$ cat src/rtl/id_hazard_ctrl_if.sv
// ID-stage hazard control bus: decoded instruction fields, pipeline controls,
// writeback bus, and the scheduler's decisions. The master drives the
// instruction and writeback fields. The slave, which is the scheduler, drives
// the stall, issue, pending and error outputs.
interface id_hazard_ctrl_if #(
   parameter int unsigned NREG = 16
);
   localparam int unsigned AW = $clog2(NREG);

   logic          id_valid_i;
   logic [AW-1:0] id_rd_i;
   logic [AW-1:0] id_rs_i;
   logic          id_use_rd_i;
   logic          id_use_rs_i;
   logic          id_wr_i;
   logic          stall_i;
   logic          flush_i;
   logic          wb_i;
   logic [AW-1:0] wb_r_i;

   logic            stall_o;
   logic            issue_o;
   logic [NREG-1:0] pending_o;
   logic            err_o;

   modport master (
      output id_valid_i, id_rd_i, id_rs_i, id_use_rd_i, id_use_rs_i, id_wr_i,
      output stall_i, flush_i, wb_i, wb_r_i,
      input  stall_o, issue_o, pending_o, err_o
   );

   modport slave (
      input  id_valid_i, id_rd_i, id_rs_i, id_use_rd_i, id_use_rs_i, id_wr_i,
      input  stall_i, flush_i, wb_i, wb_r_i,
      output stall_o, issue_o, pending_o, err_o
   );
endinterface

$ cat src/rtl/id_hazard_ctrl.sv
// Register-interlock scheduler for the ID stage. Each architectural register
// has a saturating counter of writes that are in flight to it. The scheduler
// holds ID while a source register is busy, or while one more write to the
// destination register would overflow its counter.
// Optional build macro ID_HAZARD_WB_BYPASS_EN: a final writeback that arrives
// in the same cycle clears the source hazard, because the register file
// writes through.
module id_hazard_ctrl #(
   parameter int unsigned NREG  = 16,
   parameter int unsigned CNT_W = 2
) (
   input logic                clk,
   input logic                rst,
   id_hazard_ctrl_if.slave    bus
);
   localparam int unsigned AW = $clog2(NREG);
   localparam logic [CNT_W-1:0] CntMax = '1;
   localparam logic [CNT_W-1:0] CntOne = CNT_W'(1);

   logic [CNT_W-1:0] cnt_q [NREG];
   logic [CNT_W-1:0] cnt_d [NREG];
   logic             err_q;
   logic             err_d;

   logic [CNT_W-1:0] rs_cnt;
   logic [CNT_W-1:0] rd_cnt;
   logic             rs_busy;
   logic             rd_busy;
   logic             src_hz;
   logic             sat_hz;
   logic             stall;
   logic             issue;

   // Hazard detection and the issue decision, with zero latency from the inputs.
   always_comb begin
      rs_cnt = cnt_q[bus.id_rs_i];
      rd_cnt = cnt_q[bus.id_rd_i];
`ifdef ID_HAZARD_WB_BYPASS_EN
      rs_busy = (rs_cnt > CntOne) |
                ((rs_cnt == CntOne) & ~(bus.wb_i & (bus.wb_r_i == bus.id_rs_i)));
      rd_busy = (rd_cnt > CntOne) |
                ((rd_cnt == CntOne) & ~(bus.wb_i & (bus.wb_r_i == bus.id_rd_i)));
`else
      rs_busy = (rs_cnt != '0);
      rd_busy = (rd_cnt != '0);
`endif
      // Hazards come only from scoreboard state. An instruction whose rd equals
      // its rs never stalls on its own write.
      src_hz = (bus.id_use_rs_i & rs_busy) | (bus.id_use_rd_i & rd_busy);
      sat_hz = bus.id_wr_i & (rd_cnt == CntMax);
      stall  = rst | bus.stall_i | (bus.id_valid_i & (src_hz | sat_hz));
      issue  = bus.id_valid_i & ~stall & ~bus.flush_i;
   end

   // Next-state computation for the counters and the sticky underflow flag.
   always_comb begin
      for (int unsigned n = 0; n < NREG; n++) begin
         logic inc;
         logic dec;
         inc = issue & bus.id_wr_i & (bus.id_rd_i == AW'(n));
         dec = bus.wb_i & (bus.wb_r_i == AW'(n)) & (cnt_q[n] != '0);
         cnt_d[n] = cnt_q[n];
         if (inc && !dec) begin
            cnt_d[n] = cnt_q[n] + CntOne;
         end else if (dec && !inc) begin
            cnt_d[n] = cnt_q[n] - CntOne;
         end
      end
      // A writeback to a register with no pending write is a bookkeeping error.
      err_d = err_q | (bus.wb_i & (cnt_q[bus.wb_r_i] == '0));
   end

   // State registers, cleared by the synchronous reset.
   always_ff @(posedge clk) begin
      if (rst) begin
         for (int unsigned n = 0; n < NREG; n++) begin
            cnt_q[n] <= '0;
         end
         err_q <= 1'b0;
      end else begin
         for (int unsigned n = 0; n < NREG; n++) begin
            cnt_q[n] <= cnt_d[n];
         end
         err_q <= err_d;
      end
   end

   // Outputs. The reset gating hides any stale state during the first reset cycle.
   always_comb begin
      for (int unsigned n = 0; n < NREG; n++) begin
         bus.pending_o[n] = ~rst & (cnt_q[n] != '0);
      end
      bus.stall_o = stall;
      bus.issue_o = issue;
      bus.err_o   = ~rst & err_q;
   end
endmodule
$ cat src/flat_wrapper.sv
// flat-port wrapper written by rule: the top's interface ports become plain ports
module id_hazard_ctrl_flat 
#(
   parameter int unsigned NREG  = 16,
   parameter int unsigned CNT_W = 2
)
  (clk, rst, bus_id_valid_i, bus_id_rd_i, bus_id_rs_i, bus_id_use_rd_i, bus_id_use_rs_i, bus_id_wr_i, bus_stall_i, bus_flush_i, bus_wb_i, bus_wb_r_i, bus_stall_o, bus_issue_o, bus_pending_o, bus_err_o);
  id_hazard_ctrl_if #(.NREG(NREG)) bus_i ();
  input logic clk;
  input logic rst;
  input wire logic [$bits(bus_i.id_valid_i)-1:0] bus_id_valid_i;
  input wire logic [$bits(bus_i.id_rd_i)-1:0] bus_id_rd_i;
  input wire logic [$bits(bus_i.id_rs_i)-1:0] bus_id_rs_i;
  input wire logic [$bits(bus_i.id_use_rd_i)-1:0] bus_id_use_rd_i;
  input wire logic [$bits(bus_i.id_use_rs_i)-1:0] bus_id_use_rs_i;
  input wire logic [$bits(bus_i.id_wr_i)-1:0] bus_id_wr_i;
  input wire logic [$bits(bus_i.stall_i)-1:0] bus_stall_i;
  input wire logic [$bits(bus_i.flush_i)-1:0] bus_flush_i;
  input wire logic [$bits(bus_i.wb_i)-1:0] bus_wb_i;
  input wire logic [$bits(bus_i.wb_r_i)-1:0] bus_wb_r_i;
  output wire logic [$bits(bus_i.stall_o)-1:0] bus_stall_o;
  output wire logic [$bits(bus_i.issue_o)-1:0] bus_issue_o;
  output wire logic [$bits(bus_i.pending_o)-1:0] bus_pending_o;
  output wire logic [$bits(bus_i.err_o)-1:0] bus_err_o;
  assign bus_i.id_valid_i = bus_id_valid_i;
  assign bus_i.id_rd_i = bus_id_rd_i;
  assign bus_i.id_rs_i = bus_id_rs_i;
  assign bus_i.id_use_rd_i = bus_id_use_rd_i;
  assign bus_i.id_use_rs_i = bus_id_use_rs_i;
  assign bus_i.id_wr_i = bus_id_wr_i;
  assign bus_i.stall_i = bus_stall_i;
  assign bus_i.flush_i = bus_flush_i;
  assign bus_i.wb_i = bus_wb_i;
  assign bus_i.wb_r_i = bus_wb_r_i;
  assign bus_stall_o = bus_i.stall_o;
  assign bus_issue_o = bus_i.issue_o;
  assign bus_pending_o = bus_i.pending_o;
  assign bus_err_o = bus_i.err_o;
  id_hazard_ctrl #(.NREG(NREG), .CNT_W(CNT_W)) u_core (.clk(clk), .rst(rst), .bus(bus_i));
endmodule
$ cat config.mk
export PLATFORM = sky130hd
export DESIGN_NAME = id_hazard_ctrl_flat
export DESIGN_NICKNAME = d
export VERILOG_FILES = /design/src/rtl/id_hazard_ctrl_if.sv /design/src/rtl/id_hazard_ctrl.sv /design/src/flat_wrapper.sv
export SDC_FILE = /design/constraint.sdc
export NUM_CORES = 1
export LEC_CHECK = 0
export CELL_PAD_IN_SITES_DETAIL_PLACEMENT = 1
export CELL_PAD_IN_SITES_GLOBAL_PLACEMENT = 1
export CORE_MARGIN = 2
export CORE_UTILIZATION = 38
export DETAILED_ROUTE_END_ITERATION = 7
export PLACE_DENSITY = 0.76
export RECOVER_POWER = 25
export SLEW_MARGIN = 5
export SYNTH_ARGS = -nofsm -noshare
export SYNTH_HDL_FRONTEND = slang
export SYNTH_SLANG_ARGS = --single-unit
$ cat constraint.sdc
create_clock -name clk -period 3.4 [get_ports clk]
set_clock_uncertainty 0.15 [all_clocks]
set_input_delay 0.68 -clock clk [delete_from_list [all_inputs] [get_ports clk]]
set_output_delay 0.68 -clock clk [all_outputs]
set_load 0.05 [all_outputs]
==> results_dict.tcl, run 1 <==
set metrics [dict create \
    cp.required_ps 3470 \
    use_met1 0.339 \
    cpPeakStageDelay_ps 540 \
    yosysWarnings 0 \
    ys_seq_area_frac 0.245 \
    vias 2793 \
    die_x_um 88.3 \
    max_slew_margin 0.627 \
    nets 414 \
    synth-xor-area-share 0.104 \
    synth_cells 299 \
    setup_viol 2 \
    fillCellCount 806 \
    grt_first_pass_wirelength_mm 15.5 \
    maxSlewViolCount 0 \
    syn_area_sq_mm 0.00270 \
    ys_ff_latch 33 \
    grtUsageMet3 0.0709 \
    power_frac_seq 0.457 \
    ir_worst_vdd_uv 138 \
    fin_crit_sh 1.02 \
    wl_per_cell_um 21.3 \
    rsz0062_at_grt "yes" \
    synth_fp_nets 336 \
    start_kind "primary input" \
    hold_violations 0 \
    path_buf_inv 3 \
    firstDrtPassIters 4 \
    grt-ovfl-total 0 \
    intPower_mw 0.601 \
    ys_top_cells_by_area "dfxtp_1 (24%), mux4_2 (11%), xor2_1 (10%)" \
    clk-insertion-delay-late_ps 290 \
    syn_area_per_cell_sq_um 9.03 \
    antenna_found_initial 0 \
    initial_utilization 0.395 \
    cts_buffer_depth 2 \
    comb_power_share 0.189 \
    drc 0 \
    areaGrowthSynthToFinish_pct 36.4 \
    synth-compound-area-share 0.0889 \
    htree_num_levels 2 \
    numCtsBuffers 5 \
    coreArea_sq_mm 0.00683 \
    synthAdderAreaFrac 0.0741 \
    worst_slew_pin_slew_ps 559 \
    port-buffer-count 39 \
    clock_sink_count 33 \
    synthMuxAreaShare 0.161 \
    drt_iter0_markers 306 \
    num_antenna_cells 0 \
    crit_family "multiplexers" \
    crit_arrival_ps 3530 \
    power_mw 0.852 \
    max_freq_mhz 289 \
    place_hpwl_mm 7.41 \
    grt_pass1_vias 2832 \
    synth_edf_count 0 \
    viasPerCell 5.89 \
    synth-main-ff-cell "dfxtp_1" \
    leakage_nw 1.43 \
    synth-simple-area-share 0.290 \
    clockPowerShare 0.353 \
    violations "negative setup slack" \
    setup-tns-final_ps -56.9 \
    finalCriticalPeriod_ps 3460 \
    grt_start_max_net_pins 30 \
    synth_top_area_frac 0.245 \
    synth_top_family_by_area "simple AND/OR/NAND/NOR gates" \
    ys_async_sr_fraction 0 \
    crit_path_max_fanout 6 \
    drive_gt1_frac 0.272 \
    layout_setup_ws_ps -56.0 \
    root_buffer "clkbuf_8" \
    rows 30 \
    die_y_um 88.3 \
    synth_cell_types 39 \
    gp_congestion 0.949 \
    grt.total_usage 0.269 \
    synth_area_leader_cell "dfxtp_1" \
    end_kind "register" \
    grt.met2_usage 0.441 \
    num_io_pins 40 \
    netSwitchingFraction 0.295 \
    clk_pin_slew_ps 70 \
    dieArea_sq_mm 0.00780 \
    drv_cap 0 \
    ant_nets 0 \
    routed_wl_mm 10.1 \
    power_switching_mw 0.251 \
    worstSetupPathType "in2reg" \
    cts_tree "done" \
    crit_slowest_cell "mux4_2" \
    hp-class "reg2reg" \
    outcome "complete, but fails checks" \
    cp_cell_sequence "buf_12, mux4_2, mux4_2, nor2_4, o211ai_4, buf_12, buf_4, nor3_1, ha_1, or3_1, a21oi_1" \
    power_density_mw_per_mm2 231 \
    busiest_layer "met2" \
]
[cells in the final DEF, fill, tap and decap left out, types with 5 or more instances in the layout]
master           count
nand3b_1            12
nor3_2               9
clkbuf_8             5
nor2_1              55
xor2_1              32
nor3_1               5
or3_1               17
nand3_1             12
clkdlybuf4s50_1     19
ha_1                16
dlygate4sd3_1       11
buf_4               46
mux4_2              18
a21oi_1             17
dfxtp_1             33
o21ai_0             16
nor2b_1              6
[final timing paths]
| check | from | endpoint | slack (ps) | cells past startpoint |
|---|---|---|---|---|
| worst max-delay path | bus_id_rd_i[3] | u_core.cnt_q[6][1] | -60 | 11 |
| worst min-delay path | u_core.err_q | u_core.err_q | 310 | 2 |
| worst max register to register | u_core.cnt_q[15][0] | u_core.cnt_q[6][1] | 20 | 10 |
| worst min register to register | u_core.err_q | u_core.err_q | 310 | 2 |
[kinds of logic after synthesis]
| kind of cell | after synthesis |
|---|---|
| and+or+nand+nor | 140 |
| AOI/OAI and AO/OA | 40 |
| DFF | 33 |
| xor gates and xnor gates | 32 |
| buffers and inverters | 19 |
| muxes | 19 |
| adders and majority gates | 16 |
[flip-flops by register name, summed over array words and instances, names as in the netlist]
register and flops:
u_core.cnt_q 32, u_core.err_q 1
[what timing repair did]
item | in CTS | in global routing
resized for setup | 39 | 12
endpoints found under the setup margin | 34 | 10
setup buffers | 8 | 0
pin swaps | 3 | 3
gates cloned | 1 | 0
hold buffers | 0 | 0
[area by class of cell]
class	instances	area [sq um]	area share
multi-input cells	248	2030	0.552
repair buffers	87	778	0.211
flip-flops and latches	33	661	0.179
well taps	96	120	0.0326
clock buffers	6	72.6	0.0197
clock inverters	2	10.0	0.00272
inverters	2	7.51	0.00204
[stage by stage]
step,instance area [sq um],setup WS (ps),hold WS [ps],cells,utilization
2_1_floorplan,2710,-137,279,299,-
3_3_place_gp,3450,-671,295,458,0.505
3_5_place_dp,3450,-730,307,458,0.505
4_1_cts,3650,-9.76,324,475,0.534
5_1_grt,3680,-134,365,474,0.539
6_report,3680,-56.0,313,474,0.539
[worst reg2reg max path: cells and delay by family, from the launching register on]
| kind | cells | cell delay [ps] |
|---|---|---|
| AND/OR/NAND/NOR | 3 | 790 |
| adder cells (fa/ha/maj) | 1 | 290 |
| buffers and inverters | 2 | 340 |
| flip-flops | 1 | 390 |
| multiplexers | 2 | 1060 |
| AO/OA/AOI/OAI | 2 | 300 |
[metal layers]
metal	share of wire	up-vias
met5	0	-
met4	0.043	0
met3	0.075	35
met2	0.48	139
met1	0.40	1373
li1	-	1246
[power by group through the flow]
stage | Clock [mW] | Sequential, mW | Combinational, mW
after floorplan | 0 | 0.398 | 0.0737
after global placement | 0 | 0.399 | 0.136
after detailed placement | 0 | 0.399 | 0.139
after CTS | 0.307 | 0.390 | 0.156
after global routing | 0.326 | 0.390 | 0.171
final | 0.301 | 0.390 | 0.161
[synthesized netlist by cell type (2+ instances only)]
library cell / n
nor2b_1: 6
o21ai_0: 16
ha_1: 16
nand3_1: 12
xor2_1: 32
or3_1: 17
nand2_1: 4
a21oi_1: 17
nor2_1: 55
nor3b_1: 2
nand4b_1: 4
mux4_2: 13
dfxtp_1: 33
nor3_1: 7
buf_6: 3
nand4_1: 4
nor3_2: 10
inv_1: 2
clkbuf_1: 9
mux4_1: 5
nand3b_1: 12
buf_2: 3
Power figures use the tool's default switching activity.
==> run 2: changes to the inputs <==
--- a/config.mk
+++ b/config.mk
@@ -11,7 +11,7 @@
 export CORE_UTILIZATION = 38
 export DETAILED_ROUTE_END_ITERATION = 7
 export PLACE_DENSITY = 0.76
-export RECOVER_POWER = 25
+export RECOVER_POWER = 50
 export SLEW_MARGIN = 5
 export SYNTH_ARGS = -nofsm -noshare
 export SYNTH_HDL_FRONTEND = slang
==> results_dict.tcl, run 2 (synthesis gave the netlist of run 1 again) <==
set metrics [dict create \
    ant_nets 0 \
    final_cell_count_no_fill 474 \
    setup-tns-final_ps -57.7 \
    r2r_cells 10 \
    maxSlewViolCount 0 \
    layout_setup_ws_ps -52.6 \
    min_path_cells 2 \
    clockPowerShare 0.354 \
    place_hpwl_mm 7.41 \
    grt_pass1_vias 2832 \
    max_freq_mhz 290 \
    grt_first_pass_wirelength_mm 15.5 \
    largest_reg_flops 32 \
    final_util 0.538 \
    viasPerCell 5.89 \
    seq_area_sq_um 661 \
    clk_pin_slew_ps 70 \
    post_dp_cell_area_sq_mm 0.00345 \
    clk-insertion-delay-late_ps 300 \
    initial_utilization 0.395 \
    comb_power_share 0.189 \
    grt-ovfl-total 0 \
    die_x_um 88.3 \
    multiInputGateArea_sq_mm 0.00203 \
    max_slew_margin 0.627 \
    cts_buffer_depth 2 \
    mostFrequentLayoutCells "nor2_1 (55), buf_4 (46), dfxtp_1 (33), xor2_1 (32), mux4_2 (18)" \
    drt_iter0_markers 281 \
    drc 0 \
    num_io_pins 40 \
    rows 30 \
    fin_crit_sh 1.02 \
    num_antenna_cells 0 \
    placedCellCount 458 \
    crit_path_max_fanout 6 \
    regMostFlops "u_core.cnt_q" \
    grt_start_max_net_pins 30 \
    rsz0062_at_grt "yes" \
    routed_wl_mm 10.1 \
    vias 2792 \
    leakage_nw 1.45 \
    place_worst_setup_slack_ps -730 \
    areaGrowthSynthToFinish_pct 36.2 \
    numCtsBuffers 5 \
    cp.required_ps 3480 \
    whs_ps 313 \
    drive_gt1_frac 0.270 \
    crit_arrival_ps 3530 \
    firstDrtPassIters 5 \
    rrSetupSlack_ps 40 \
    netSwitchingFraction 0.296 \
    root_buffer "clkbuf_8" \
    worstHoldStart "u_core.err_q" \
    hold_violations 0 \
    htree_num_levels 2 \
    die_y_um 88.3 \
    fillCellCount 807 \
    nets 414 \
    cpPeakStageDelay_ps 540 \
    dieArea_sq_mm 0.00780 \
    grt.total_usage 0.269 \
    power_frac_seq 0.456 \
    power_density_mw_per_mm2 232 \
    end_kind "register" \
    ir_worst_vdd_uv 138 \
    cts_tree "done" \
    setup_viol 2 \
    gp_congestion 0.949 \
    fin_area_sq_mm 0.00368 \
    hold_buffers 0 \
    worstSetupPathType "in2reg" \
    finalCriticalPeriod_ps 3450 \
    antenna_found_initial 0 \
    reg_top3 "u_core.cnt_q x32, u_core.err_q x1" \
    final_common_cell "nor2_1" \
    worstHoldEndpoint "u_core.err_q" \
    clock_sink_count 33 \
    regToRegEndpoint "u_core.cnt_q[6][1]" \
    port-buffer-count 39 \
    r2r_start "u_core.cnt_q[15][0]" \
    power_mw 0.854 \
    drv_cap 0 \
    crit_slowest_cell "mux4_2" \
    worst_slew_pin_slew_ps 560 \
    violations "negative setup slack" \
    wl_per_cell_um 21.4 \
    coreArea_sq_mm 0.00683 \
    cp_cell_sequence "buf_12, mux4_2, mux4_2, nor2_4, o211ai_4, buf_12, buf_4, nor3_1, ha_1, or3_1, a21oi_1" \
    intPower_mw 0.601 \
    start_kind "primary input" \
    outcome "complete, but fails checks" \
    power_switching_mw 0.253 \
    hp-class "reg2reg" \
]
==> run 2: changes by cell type in the layout (fill, tap and decap cells not counted), sizes merged <==
cell           delta
clkdlybuf4s50     -6
dlygate4sd3       +6
==> run 2: cell type report <==
cell class / count / share of cell area
Clock buffer: 6 / 0.0197
Sequential cell: 33 / 0.180
Multi-Input combinational cell: 248 / 0.552
Inverter: 2 / 0.00204
Timing Repair Buffer: 87 / 0.212
Clock inverter: 2 / 0.00272
Tap cell: 96 / 0.0327
==> run 2: power by group through the flow <==
stage / clock (mW) / combinational [mW] / sequential, mW
after floorplan: 0 / 0.0737 / 0.398
after global placement: 0 / 0.136 / 0.399
after detailed placement: 0 / 0.139 / 0.399
after CTS: 0.307 / 0.156 / 0.390
after global routing: 0.326 / 0.171 / 0.390
final: 0.303 / 0.161 / 0.390
==> run 2: routing by layer <==
layer	routed length, um	up-vias	track usage
met3	639	35	0.0709
met2	4890	128	0.441
met1	4170	1381	0.339
li1	-	1248	-
met4	449	0	0.105
met5	0	-	0
==> run 2: critical path: cells and delay by family <==
kind            cells  cell delay (ps)
mux                 2             1050
simple gates        3              780
buf+inv             3              420
compound gates      2              300
fa+ha+maj           1              290
==> run 2: worst max path at each step <==
stage	startpoint	end	cells after the start	slack, ps
global placement	bus_id_rd_i[3]	u_core.cnt_q[14][1]	10	-670
floorplan	bus_id_rd_i[3]	bus_issue_o	6	-140
finish	bus_id_rd_i[3]	u_core.cnt_q[6][1]	11	-50
detailed placement	bus_id_rd_i[3]	u_core.cnt_q[14][1]	10	-730
global route	bus_id_rd_i[3]	u_core.cnt_q[6][1]	11	-130
CTS	bus_id_rd_i[2]	bus_stall_o	9	-10
==> run 2: timing repair <==
item / 4_1_cts / 5_1_grt
setup endpoints to repair: 34 / 10
resized for setup: 39 / 12
setup buffers: 8 / 0
cloned: 1 / 0
hold endpoints to repair: 0 / 0
pin swaps: 3 / 3
